File: config.mk
export PLATFORM = sky130hd
export DESIGN_NAME = pipe_spawner
export DESIGN_NICKNAME = d
export VERILOG_FILES = /design/src/rtl/pipe_spawner.sv
export SDC_FILE = /design/constraint.sdc
export NUM_CORES = 1
export LEC_CHECK = 0
export ABC_AREA = 1
export CORE_ASPECT_RATIO = 1.4
export CORE_MARGIN = 8
export CORE_UTILIZATION = 55
export DETAILED_ROUTE_END_ITERATION = 6
export PLACE_DENSITY = 0.78
export SYNTH_ARGS = -nofsm -noshare
export SYNTH_HDL_FRONTEND = slang
export SYNTH_SLANG_ARGS = --single-unit
File: constraint.sdc
create_clock -name clk -period 2.7 [get_ports clk]
set_input_delay 0.54 -clock clk [delete_from_list [all_inputs] [get_ports clk]]
set_output_delay 0.54 -clock clk [all_outputs]
set_load 0.05 [all_outputs]
File: src/rtl/pipe_spawner.sv
// rtl/pipe_spawner.sv - scrolls up to NUM_PIPES pipe words per frame, spawns new pipes, pulses score
// Define PIPE_RANDOM_GAP_EN to take the gap centre from a 16-bit LFSR instead of SCREEN_HEIGHT/2.
module pipe_spawner #(
  parameter int NUM_PIPES      = 3,
  parameter int SCREEN_WIDTH   = 640,
  parameter int SCREEN_HEIGHT  = 480,
  parameter int PIPE_WIDTH     = 70,
  parameter int GAP_HEIGHT     = 120,
  parameter int GAP_MIN_Y      = 120,
  parameter int GAP_MAX_Y      = 360,
  parameter int SCROLL_SPEED   = 2,
  parameter int SPAWN_INTERVAL = 90,
  parameter int BIRD_X         = 160
) (
  input  logic                   clk,
  input  logic                   reset,
  input  logic                   enable,
  input  logic                   frame_tick,
  output logic [32*NUM_PIPES-1:0] pipe_regs,
  output logic                   busy,
  output logic                   score_pulse
);

  localparam int IW = (NUM_PIPES > 1) ? $clog2(NUM_PIPES) : 1;
  localparam int CW = (SPAWN_INTERVAL > 1) ? $clog2(SPAWN_INTERVAL) : 1;

  typedef enum logic [1:0] {
    IDLE   = 2'd0,
    SCROLL = 2'd1,
    SPAWN  = 2'd2
  } state_t;

  state_t         state_q, state_d;
  logic [IW-1:0]  idx_q, idx_d;
  logic [CW-1:0]  cnt_q, cnt_d;
  logic           score_q, score_d;
  logic [31:0]    slot_q [NUM_PIPES];
  logic [31:0]    slot_d [NUM_PIPES];

  logic [31:0]    cur;
  logic [31:0]    cur_next;
  logic [10:0]    left_ext;
  logic [10:0]    right_ext;
  logic           found;
  logic [8:0]     centre;
  logic [31:0]    spawn_word;

`ifdef PIPE_RANDOM_GAP_EN
  logic [15:0]    lfsr_q;
  logic [9:0]     centre_sum;

  // Free-running so the gap sequence depends on how long the player idles.
  always_ff @(posedge clk) begin
    if (reset) begin
      lfsr_q <= 16'hACE1;
    end else begin
      lfsr_q <= {lfsr_q[14:0], lfsr_q[15] ^ lfsr_q[13] ^ lfsr_q[12] ^ lfsr_q[10]};
    end
  end

  assign centre_sum = 10'(GAP_MIN_Y) + {2'b00, lfsr_q[7:0]};
  assign centre     = (centre_sum > 10'(GAP_MAX_Y)) ? 9'(GAP_MAX_Y) : centre_sum[8:0];
`else
  assign centre     = 9'(SCREEN_HEIGHT / 2);
`endif

  assign spawn_word = {4'b0000, 9'(GAP_HEIGHT), centre, 10'(SCREEN_WIDTH)};

  always_ff @(posedge clk) begin
    if (reset) begin
      state_q <= IDLE;
      idx_q   <= '0;
      cnt_q   <= '0;
      score_q <= 1'b0;
      for (int i = 0; i < NUM_PIPES; i++) begin
        slot_q[i] <= '0;
      end
    end else begin
      state_q <= state_d;
      idx_q   <= idx_d;
      cnt_q   <= cnt_d;
      score_q <= score_d;
      for (int i = 0; i < NUM_PIPES; i++) begin
        slot_q[i] <= slot_d[i];
      end
    end
  end

  always_comb begin
    state_d   = state_q;
    idx_d     = idx_q;
    cnt_d     = cnt_q;
    score_d   = 1'b0;
    cur       = '0;
    cur_next  = '0;
    left_ext  = '0;
    right_ext = '0;
    found     = 1'b0;
    for (int i = 0; i < NUM_PIPES; i++) begin
      slot_d[i] = slot_q[i];
    end

    case (state_q)
      IDLE: begin
        if (frame_tick && enable) begin
          state_d = SCROLL;
          idx_d   = '0;
        end
      end

      SCROLL: begin
        for (int i = 0; i < NUM_PIPES; i++) begin
          if (idx_q == IW'(i)) cur = slot_q[i];
        end
        left_ext  = {1'b0, cur[9:0]};
        right_ext = left_ext + 11'(PIPE_WIDTH);
        if (cur != '0) begin
          // Scoring looks at the pre-move position, even for a pipe being retired now.
          score_d = (right_ext >= 11'(BIRD_X)) &&
                    ((right_ext - 11'(SCROLL_SPEED)) < 11'(BIRD_X));
          if (left_ext < 11'(SCROLL_SPEED)) begin
            cur_next = '0;
          end else begin
            cur_next = {cur[31:10], cur[9:0] - 10'(SCROLL_SPEED)};
          end
          for (int i = 0; i < NUM_PIPES; i++) begin
            if (idx_q == IW'(i)) slot_d[i] = cur_next;
          end
        end
        if (idx_q == IW'(NUM_PIPES - 1)) begin
          state_d = SPAWN;
        end else begin
          idx_d = idx_q + IW'(1);
        end
      end

      SPAWN: begin
        state_d = IDLE;
        if (cnt_q == CW'(SPAWN_INTERVAL - 1)) begin
          cnt_d = '0;
          // Slots already hold this sweep's results, so a just-retired slot is reusable.
          for (int i = 0; i < NUM_PIPES; i++) begin
            if (!found && (slot_q[i] == '0)) begin
              slot_d[i] = spawn_word;
              found     = 1'b1;
            end
          end
        end else begin
          cnt_d = cnt_q + CW'(1);
        end
      end

      default: begin
        state_d = IDLE;
      end
    endcase
  end

  for (genvar g = 0; g < NUM_PIPES; g++) begin : g_pack
    assign pipe_regs[32*g +: 32] = slot_q[g];
  end

  assign busy        = (state_q != IDLE);
  assign score_pulse = score_q;

endmodule
## Word-level counts from Yosys, hierarchy flattened

Memories as Yosys holds them, arrays and structs flattened.
Index checks and enable logic that the tools add are counted.

- Register bits after elaboration: 12
- Memory bits (writable): 96
- Input bits: 4
- Output and inout bits: 98
- Memories: 1

- Add/subtract/negate cells: 5
- Magnitude comparators: 3
- Eq/ne operators: 8
- Muxes and demuxes: 33
- Bitwise operators: 5
- Reduce and logical (&&, ||, !) cells: 17

Memories:

| name | words | width | rd ports | clocked after memory_dff | write ports | RTL line | source |
|---|---|---|---|---|---|---|---|
| slot_q | 3 | 32 | 3 | 0 | 3 | 37 | `logic [31:0] slot_q [NUM_PIPES];` |

Operators with widths:

| operator | number |
|---|---|
| two-way mux 32 bit | 14 |
| two-way mux 96 bit | 2 |
| one-hot mux 96 bit (2 select lines) | 1 |
| logical NOT 32 bit | 3 |
| nonzero test 32 bit | 1 |
| adder 10 x 7 -> 11 bit, second input constant | 1 |
| >= comparator 11 x 8 -> 1 bit, second input constant | 1 |
| < comparator 11 x 8 -> 1 bit, second input constant | 1 |
| subtractor 11 x 2 -> 11 bit, second input constant | 1 |
| < comparator 10 x 2 -> 1 bit, second input constant | 1 |
| subtractor 10 x 2 -> 10 bit, second input constant | 1 |
| two-way mux 1 bit | 9 |
| two-way mux 2 bit | 4 |
| one-hot mux 2 bit (2 select lines) | 2 |
| adder 7 x 1 -> 7 bit, second input constant | 1 |
| == test 7 bit, second input constant | 1 |
| two-way mux 7 bit | 1 |
| inequality test 2 bit, second input constant | 3 |
| == test 2 x 1 -> 1 bit, second input constant | 2 |
| == test 2 bit, second input constant | 2 |
| logical AND 1 bit | 4 |
| logical NOT 2 bit | 2 |
| nonzero test 2 bit | 2 |
| OR 1 bit | 3 |
| other kinds (6) | 8 |

## Logic depth before layout (Yosys ltp)

Gate-level depths: netlist of run 1.
An unclocked memory read counts as a cell.

- Depth after elaboration: 16
- Mapped depth: 23

## Least setup slack after synthesis of run 1

Ideal clock, no wire load.

- Kind: reg2reg
- From: register idx_q[0]
- To: memory slot_q[1][25] (netlist: slot_q[0][57])
- Setup time: 0.116 ns
- Arrival time: 2.165 ns
- Slack: 0.419 ns
- Cell stages (with the launch flop): 19
- Path through: dfxtp_1 > inv_1 > ha_1 > buf_4 > buf_2 > a21oi_1 > nand2_1 > o21ai_1 > nand2_1 > nor2_1 > nand2_1 > nor2_1 > nand3_2 > nand2_2 > inv_2 > buf_6 > buf_6 > nor2_2 > nor2_1

RTL lines:

| item | RTL line | source |
|---|---|---|
| start, declared | 34 | `logic [IW-1:0] idx_q, idx_d;` |
| start signal, assigned | 80 | `idx_q <= idx_d;` |
| end, declared | 37 |  |

==> results of run 1 <==
## final timing paths
kind | startpoint | end | slack, ps | cells after the start
setup / recovery | idx_q[0]$_SDFFE_PP0P_ | slot_q[0][37]$_SDFFE_PP0P_ | 170 | 15
hold / removal | cnt_q[3]$_SDFFE_PP0P_ | cnt_q[3]$_SDFFE_PP0P_ | 490 | 2
setup reg to reg | idx_q[0]$_SDFFE_PP0P_ | slot_q[0][37]$_SDFFE_PP0P_ | 170 | 15
hold reg to reg | cnt_q[3]$_SDFFE_PP0P_ | cnt_q[3]$_SDFFE_PP0P_ | 490 | 2
## synthesized netlist by cell type, drive strengths merged
library cell  instances  area (um^2)
nand3b                5         37.5
inv                 156          586
clkbuf               11         41.3
nor3                  3         15.0
nor4                  5         31.3
nand3                35          193
ha                    7         87.6
o21ai                70          358
xor2                  1         8.76
dfxtp               108         2160
nand4                31          194
and2                  1         6.26
nor2                261         1020
a21boi               14          105
o211ai                1         7.51
nand2               283         1080
o22ai                 1         6.26
o31ai                 1         7.51
o21bai                1         7.51
o21a                  2         15.0
buf                  39          279
a31oi                 2         12.5
a21oi                39          206
xnor2                 1         8.76
## worst max-delay path: stages, from the launching register on
cell and delay, ps:
dfxtp_2 350, inv_2 110, ha_4 200, buf_12 160, inv_6 80, o21ai_2 220
nand2_1 140, nor2_1 140, nand2_1 150, nor2_4 150, nand3_4 120, nand2_2 140
inv_2 130, buf_12 180, nor2_1 90, nor2_1 50
## area by class of cell
type	instances	area share, %
tap	147	2.24
timing repair buffer	139	18.2
inverter	156	7.19
clock buffer	11	2.95
multi-input combinational	764	42.5
clock inverter	5	0.548
sequential	108	26.3
## per-layer routing
metal	global-route usage (%)	vias up	routed length, um
li1	-	3525	-
met1	29.6	3266	7940
met2	45.4	318	10100
met3	4.15	48	1610
met4	12.5	0	737
met5	0	-	0
## logic make-up (layout without fill, tap and decap cells)
logic type / count (synthesis) / count (layout) / share of synthesized area [%]
compound gates: 131 / 131 / 11.2
buf+inv: 206 / 311 / 14.0
simple gates: 624 / 624 / 39.8
xor+xnor: 2 / 2 / 0.271
flops: 108 / 108 / 33.4
fa+ha+maj: 7 / 7 / 1.35
## timing repair
item,in CTS,in global routing
gates cloned,0,2
pin swaps,1,0
setup endpoints to repair,2,97
setup buffers,1,0
gates resized for setup,1,31
hold buffers,0,0
## per-stage QoR
step | utilization, % | total power (W)
floorplan | - | 0.00288
global placement | 66.8 | 0.00338
detailed placement | 66.8 | 0.00339
CTS | 69.4 | 0.00467
global route | 70.6 | 0.00498
finish | 70.6 | 0.00473
## power by group
part	internal [W]	switching (W)	total, W	leakage (nW)
clock	0.000664	0.000626	0.00129	0.138
sequential	0.00168	0.0000863	0.00177	0.880
combinational	0.000542	0.00113	0.00167	3.08
## registers in the layout, indices dropped and copies added (netlist names)
signal and flops:
state_q 2, slot_q 96, cnt_q 7, idx_q 2
score_pulse 1
==> run metrics, run 1 <==
DP Area roughly 7800 um^2; residual DRC count 0; NumNets Final between 1000 and 1500; Critical Path RT between 2000 and 3000 ps; first-pass GRT wire length about 32000 um; Max VDD drop ~0.28 mV; fin. max-slew vios 0; Worst Path Arrival approximately 2800 ps; Starting Density a little under three fifths; num rows 47; fin crit period around 2500 ps; Setup Skew 9.44 ps; post-route setup slack around 170 ps; TNS Setup 0 ps; Die Ht 144 um; Register Area about 2200 um^2; largest net degree at the start of global routing 57; CP Launch Type flip-flop; synthesized area per cell around 6 um^2; Hold Fails Final Rpt 0; Layout area overhead 26.9%; post-route insts no fill about 1300; placed cells around 1300; Buffers on Ports between 100 and 150; initial antenna violation count 0; critical path endpoint category flip-flop; core box area roughly 12000 um^2; root buf cell clkbuf_16; CTS Buf Count 9; DR vias a little over 7000; Initial DRC Count approximately 440; vias per cell 5.38; Crit Path Category flip-flop to flip-flop; Worst-Skew Late Latency approximately 350 ps; DR WL/cell roughly 15 um; I/O pins a little over 100; Die ar. 15500 um^2; clock slew at reported path FFs ~80 ps; share of cells above drive strength 1 under 10%; drt first pass iters 6; total wire length a little over 20000 um; max_cap viols 0; grt total ovfl 0; syn_nets between 1000 and 1500; leading cell types in the layout, fill and taps excluded nand2_1, nor2_1, inv_1, dfxtp_1, clkdlybuf4s50_1; area of the multi-input gates 3490 um^2; dpl ws approximately 4.5 ps; vias in the first global route approximately 6700; CTS tree done; Hold WC Path Type flip-flop to flip-flop; leakage power total between 4 and 5 nW; power per cell area approximately 580 nW/um^2; sequential-to-total area share from yosys stat 33.4%; Final setup viols 0; Diodes inserted 0; fin crit share between 90% and 100%; post-route ant nets 0; synth unique cells 36; clock sinks around 110; Mapped Area roughly 6500 um^2; commonest non-fill, non-tap cell in the layout nand2_1; clk buf depth 2; synthesized instance count 1078; Max FO, Critical Path 15; Worst slew margin between 60% and 70%; status finished, final reports clean; GP Congestion approximately 0.97; Yosys reg bits roughly 110; post-DP HPWL between 10000 and 15000 um; worst-margin pin slew roughly 520 ps; Hold Worst Slack about 490 ps; Ys Warns 0; FILL cells 1020; Fmax slightly below 400 MHz; Overall Global Routing Usage 25.9%; post-route cell area 8220 um^2; die width 108 um; Max H-tree Level 3
(Power assumes the default switching activity.)
==> run 2, diff against run 1 <==
--- a/config.mk
+++ b/config.mk
@@ -5,11 +5,11 @@
 export SDC_FILE = /design/constraint.sdc
 export NUM_CORES = 1
 export LEC_CHECK = 0
-export ABC_AREA = 1
 export CORE_ASPECT_RATIO = 1.4
 export CORE_MARGIN = 8
-export CORE_UTILIZATION = 55
+export CORE_UTILIZATION = 54
 export DETAILED_ROUTE_END_ITERATION = 6
+export GPL_TIMING_DRIVEN = 1
 export PLACE_DENSITY = 0.78
 export SYNTH_ARGS = -nofsm -noshare
 export SYNTH_HDL_FRONTEND = slang
==> run 2 against run 1 <==
The run now ends with setup timing left. Synthesized cell count is 38% lower. Utilization grew 5.0 points. Setup slack worse by 240 ps. Cell count is 27% lower. Largest power group unchanged. Final area is 0.59% lower. Largest cell class unchanged. Sequential power fell by 7%. Clock-buffer cell count down 2. Total power shrank 12%.
==> run metrics, run 2 <==
status finished with violations; failing checks setup timing; Final setup viols 55 (+55); Setup Skew 8.25 ps (-1.19 ps); Comb pwr share 27.9% (-7.5 points); NumNets Final 831 (-30%); Ys Warns 0 (unchanged); CTS Buf Count 9 (unchanged); DR vias 6286 (-12%); Pint 0.00283 W (-1.8%); Hold WC Path Type flip-flop to flip-flop; sequential-to-total area share from yosys stat 36.4% (+3.0 points); fin. max-slew vios 0 (unchanged); top flop regs slot_q x96, cnt_q x7; clock sinks 108 (unchanged); post-synth top area cell dfxtp_1; Critical Path RT 2940 ps (about the same); Worst Path Arrival 3020 ps (+250 ps); critical path endpoint category flip-flop; dpl ws -171 ps (-175 ps); Worst slew margin 59.5% (-5.8 points); top-area cell type share of the netlist area 36.4% (+3.0 points); synth unique cells 63 (+75%); Commonest cells post-synth dfxtp_1, nand3b_1, nand2_1, o21ai_0, nand2b_1; residual DRC count 0 (unchanged); Buf/Inv on CP 5 (unchanged); max_cap viols 0 (unchanged); post-route insts no fill 965 (-27%); Clock power frac 32.4% (+5.1 points); synthesized area per cell 8.86 um^2 (+47%); die width 105 um (-2.8%); Yosys reg bits 108 (unchanged); Buffers on Ports 101 (unchanged); vias per cell 6.51 (+21%); top post-synthesis cells by area dfxtp_1, nand3b_1, mux2i_1, nand2b_1, o21ai_0; power per cell area 508 nW/um^2 (-12%); RSZ-0062 raised after global routing yes; largest net degree at the start of global routing 39 (-32%); Sw Pwr 0.00132 W (-28%); initial antenna violation count 0 (unchanged); TNS Setup -979 ps (-979 ps); Reg with most FFs slot_q; Core Util, Final 75.6% (+5.0 points); Max VDD drop 0.335 mV (+19%); post-route ant nets 0 (unchanged); leakage power total 3.14 nW (-23%); CTS tree done; Post-synth EDFFs 0 (unchanged); Initial DRC Count 734 (+68%); most common cell in the netlist dfxtp_1; Synth async-reset ratio 0% (unchanged); CP max stage delay 380 ps (+30 ps); synthesized instance count 671 (-38%); Starting Density 55.0% (-0.63 points); Diodes inserted 0 (unchanged); Fmax 360 MHz (-8.8%); fin crit period 2780 ps (+245 ps); GP Congestion 0.881 (-8.8%); root buf cell clkbuf_16; drt first pass iters 5 (-1); core box area 10800 um^2 (-7.2%); Die ar. 14700 um^2 (-5.7%); max reg flops 96 (unchanged); total wire length 22500 um (+10%); Crit Path Category flip-flop to flip-flop; worst-margin pin slew 606 ps (+87.8 ps); placed cells 939 (-28%); leading cell types in the layout, fill and taps excluded dfxtp_1, clkdlybuf4s50_1, nand3b_1, buf_4, nand2_1; CP top delay family buffers and inverters; post-layout power 0.00415 W (-12%); Die Ht 140 um (-2.9%); syn_nets 682 (-37%); vias in the first global route 6260 (-6.3%); sw frac 31.8% (-7.2 points); clock slew at reported path FFs 70 ps (about the same); Mapped Area 5940 um^2 (-8.2%); post-DP HPWL 15700 um (+6.6%); Worst-Skew Late Latency 350 ps (about the same); Layout area overhead 37.4%; Overall Global Routing Usage 29.3% (+3.4 points); Max FO, Critical Path 18 (+3); crit path cell chain inv_2, ha_2, buf_12, buf_12, nand3b_1, a2bb2oi_2, nor4_2, nand4_1, buf_6, o31ai_4, buf_6, mux2_2; num rows 45 (-4.3%); Post-synth top flop dfxtp_1; share of cells above drive strength 1 19.2% (+11 points); commonest non-fill, non-tap cell in the layout dfxtp_1; clk buf depth 2 (unchanged); CP Launch Type flip-flop; Seq pwr share 39.6% (+2.2 points); I/O pins 102 (unchanged); fin crit share 103% (+9.1 points); Crit-path slowest cell dfxtp_4; first-pass GRT wire length 34400 um (+6.3%); Max H-tree Level 3 (unchanged); grt total ovfl 0 (unchanged); DR WL/cell 23.4 um (+52%); post-route setup slack -77.9 ps (-245 ps); Hold Fails Final Rpt 0 (unchanged)
run 2: cell types whose count changed after synthesis, sizes merged, moves of 20 or more:
cell / delta
nand4: -20
nor2: -236
nand3: -28
nor4: +25
nand3b: +87
nand2: -233
inv: -145
nand2b: +37
mux2i: +33
run 2: worst paths after layout:
kind / endpoint / slack [ps] / from / cells after the start
worst max-delay path: slot_q[0][7]$_SDFFE_PP0P_ / -80 / idx_q[0]$_SDFFE_PP0P_ / 12
worst min-delay path: cnt_q[1]$_SDFFE_PP0P_ / 490 / cnt_q[1]$_SDFFE_PP0P_ / 2
worst max register to register: slot_q[0][7]$_SDFFE_PP0P_ / -80 / idx_q[0]$_SDFFE_PP0P_ / 12
worst min register to register: cnt_q[1]$_SDFFE_PP0P_ / 490 / cnt_q[1]$_SDFFE_PP0P_ / 2
run 2: cells by family after synthesis:
kind of cell / Yosys count / synth area share, %
simple gates: 287 / 29.8
mux: 36 / 6.13
flops: 108 / 36.4
fa+ha+maj: 7 / 1.47
xor+xnor: 9 / 1.33
buf+inv: 64 / 7.33
compound gates: 160 / 17.6
run 2: layout make-up:
| class | instances | area (um^2) |
|---|---|---|
| Multi-Input combinational cell | 499 | 3500 |
| Fill cell | 770 | 2640 |
| Sequential cell | 108 | 2170 |
| Timing Repair Buffer | 191 | 1980 |
| Clock buffer | 9 | 225 |
| Tap cell | 141 | 176 |
| Clock inverter | 6 | 75.1 |
| Inverter | 11 | 41.3 |
run 2: worst register-to-register path: cells and delay by family, from the launching register on:
family	cells	cell delay (ps)
compound gates	2	380
flops	1	380
mux	1	340
buf+inv	5	730
fa+ha+maj	1	210
simple gates	3	640
run 2: repair_timing:
| item | CTS | global route |
|---|---|---|
| pin swaps | 11 | 4 |
| gates resized for setup | 42 | 23 |
| setup endpoints to repair | 96 | 97 |
| hold buffers | 0 | 0 |
| setup buffers | 5 | 1 |
| gates cloned | 3 | 2 |
run 2: layer usage:
layer	vias up	routed length, um	share of wire (%)	GRT usage (%)
met2	433	11100	49	50.2
met4	0	1310	5.8	19.4
li1	2759	-	-	-
met3	111	1910	8.5	5.65
met1	2983	8210	36	32.2
met5	-	0	0	0
run 2: power by group through the flow:
stage                     clock [W]  sequential [W]  combinational, W
final                       0.00135         0.00165           0.00116
after global routing        0.00141         0.00165           0.00121
after CTS                   0.00136         0.00164           0.00108
after detailed placement          0         0.00168          0.000988
after global placement            0         0.00168          0.000982
after floorplan                   0         0.00174          0.000531
run 2: per-stage QoR:
step / instance area, um^2 / hold slack, ps
final: 8170 / 493
after CTS: 8040 / 494
after floorplan: 5940 / 462
after global routing: 8170 / 529
after global placement: 7470 / 470
after detailed placement: 7470 / 484
==> run 3, diff against run 2 <==
--- a/config.mk
+++ b/config.mk
@@ -5,12 +5,14 @@
 export SDC_FILE = /design/constraint.sdc
 export NUM_CORES = 1
 export LEC_CHECK = 0
+export CELL_PAD_IN_SITES_DETAIL_PLACEMENT = 0
+export CELL_PAD_IN_SITES_GLOBAL_PLACEMENT = 1
 export CORE_ASPECT_RATIO = 1.4
 export CORE_MARGIN = 8
-export CORE_UTILIZATION = 54
+export CORE_UTILIZATION = 40
 export DETAILED_ROUTE_END_ITERATION = 6
 export GPL_TIMING_DRIVEN = 1
-export PLACE_DENSITY = 0.78
+export PLACE_DENSITY_LB_ADDON = 0.05
 export SYNTH_ARGS = -nofsm -noshare
 export SYNTH_HDL_FRONTEND = slang
 export SYNTH_SLANG_ARGS = --single-unit
==> run 3 against run 2 <==
The flow still finishes with violations (setup timing). Die area grew 30%. Critical endpoint is now slot_q[0][71]$_SDFFE_PP0P_. Global-route usage shrank 5.3 points. Setup slack improved by 4.3 ps. Fmax grew 0.16%. Sequential power barely moved. Cell count increased by 7.0%. Non-clock buffer count increased by 19.
==> run metrics, run 3 (synthesis gave the netlist of run 2 again) <==
RR Startpoint slot_q[0][95]$_SDFFE_PP0P_; RSZ-0062 raised after global routing yes; grt total ovfl 0 (unchanged); clk buf depth 2 (unchanged); largest net degree at the start of global routing 40 (+2.6%); post-route setup slack -73.6 ps (+4.31 ps); clock slew at reported path FFs 70 ps (about the same); vias per cell 5.94 (-8.9%); DR vias 6132 (-2.4%); I/O pins 102 (unchanged); leading cell types in the layout, fill and taps excluded dfxtp_1, clkdlybuf4s50_1, nand3b_1, buf_4, nand2_1; Die ar. 19100 um^2 (+30%); post-DP HPWL 15500 um (-1.3%); root buf cell clkbuf_16; total wire length 23400 um (+4.0%); max reg flops 96 (unchanged); Setup Skew 8.55 ps (+0.299 ps); Buffers on Ports 101 (unchanged); leakage power total 3.29 nW (+4.6%); Final setup viols 77 (+40%); CP max stage delay 430 ps (+50 ps); Initial DRC Count 426 (-42%); post-route ant nets 0 (unchanged); share of cells above drive strength 1 21.8% (+2.6 points); crit path cell chain nor4_4, buf_4, nand4_1, nor3_2, nand4_1, or3_1, a221o_2, buf_4, mux2_1; top flop regs slot_q x96, cnt_q x7; die width 119 um (+14%); DR WL/cell 22.7 um (-2.8%); fin crit share 103% (-0.16 points); failing checks setup timing; Crit Path Category flip-flop to flip-flop; Starting Density 41.0% (-14 points); Layout area overhead 42.8%; Max FO, Critical Path 4 (-14); Reg with most FFs slot_q; Worst Path Arrival 3020 ps (about the same); Max VDD drop 0.297 mV (-11%); max_cap viols 0 (unchanged); Core Util, Final 58.5% (-17 points); Worst slew margin 56.9% (-2.6 points); power per cell area 490 nW/um^2 (-3.5%); Buf/Inv on CP 2 (-3); hold-fix buffers at CTS 0 (unchanged); CP Launch Type flip-flop; Hold WC Path Type flip-flop to flip-flop; GP Congestion 0.888 (+0.79%); CP top delay family simple AND/OR/NAND/NOR gates; fin crit period 2770 ps (-4.31 ps); fin. max-slew vios 0 (unchanged); Critical Path RT 2950 ps (about the same); first-pass GRT wire length 36100 um (+4.9%); CTS Buf Count 9 (unchanged); Hold Fails Final Rpt 0 (unchanged); area of the multi-input gates 3570 um^2 (+2.1%); vias in the first global route 6065 (-3.1%); Worst-Skew Late Latency 360 ps (about the same); post-route cell area 8480 um^2 (+3.9%); Diodes inserted 0 (unchanged); drt first pass iters 5 (unchanged); FILL cells 1285 (+67%); Fmax 361 MHz (+0.16%); Crit. Startpoint slot_q[0][95]$_SDFFE_PP0P_; Overall Global Routing Usage 24.0% (-5.3 points); status finished with violations; num rows 52 (+16%); NumNets Final 850 (+2.3%); worst-margin pin slew 646 ps (+40.3 ps); DP Area 7550 um^2 (+1.1%); Hold Path Origin cnt_q[1]$_SDFFE_PP0P_; critical path endpoint category flip-flop; core box area 14500 um^2 (+34%); residual DRC count 0 (unchanged); Register Area 2170 um^2 (about the same); initial antenna violation count 0 (unchanged); clock sinks 108 (unchanged); CTS tree done; Crit-path slowest cell a221o_2; Max H-tree Level 3 (unchanged); Die Ht 160 um (+14%); commonest non-fill, non-tap cell in the layout dfxtp_1
run 3: cell count changes in the layout (fill, tap and decap cells not counted), sizes merged:
cell	before	now
bufinv	1	0
buf	88	108
bufbuf	1	0
clkbuf	11	13
run 3: power by group:
part	switching (W)	internal, W	total (W)
logic	0.000674	0.000525	0.00120
clock network	0.000635	0.000679	0.00131
registers	0.0000343	0.00161	0.00165
run 3: through the flow:
step	setup slack [ps]	hold WS (ps)	total power (W)	setup TNS, ps	instances
after detailed placement	-466	491	0.00269	-19270	995
after CTS	-39.1	501	0.00410	-338	1030
final	-73.6	494	0.00416	-2480	1033
after global placement	-440	478	0.00268	-17490	995
after floorplan	37.7	462	0.00227	0	671
after global routing	-206	544	0.00429	-13600	1033
run 3: timing repair:
| action | CTS | global route |
|---|---|---|
| hold endpoints to repair | 0 | 0 |
| setup buffers | 12 | 2 |
| pin swaps | 16 | 7 |
| gates resized for setup | 46 | 26 |
| endpoints found under the setup margin | 95 | 97 |
| cloned | 7 | 2 |
run 3: area by class of cell:
cell class                      instances  share of cell area, %
Clock buffer                           11                   2.98
Clock inverter                          5                  0.413
Inverter                               11                  0.575
Multi-Input combinational cell        499                   42.1
Sequential cell                       108                   25.6
Tap cell                              189                   2.79
Timing Repair Buffer                  210                   25.6
run 3: path summary, 6_finish.rpt:
kind	endpoint	slack, ps	depth (start not counted)
setup / recovery	slot_q[0][71]$_SDFFE_PP0P_	-70	9
hold / removal	cnt_q[1]$_SDFFE_PP0P_	490	2
setup reg to reg	slot_q[0][71]$_SDFFE_PP0P_	-70	9
hold reg to reg	cnt_q[1]$_SDFFE_PP0P_	490	2
run 3: worst register-to-register path, delay by kind of cell, from the launching register on:
kind	cells	cell delay [ps]
simple gates	5	1280
buf+inv	2	330
mux	1	290
compound gates	1	430
flops	1	350
run 3: per-layer routing:
layer  routed length [um]  track usage (%)
met5                    0                0
met4                  841             9.92
met3                 1380             5.01
met2                11800             41.7
met1                 9410             27.8
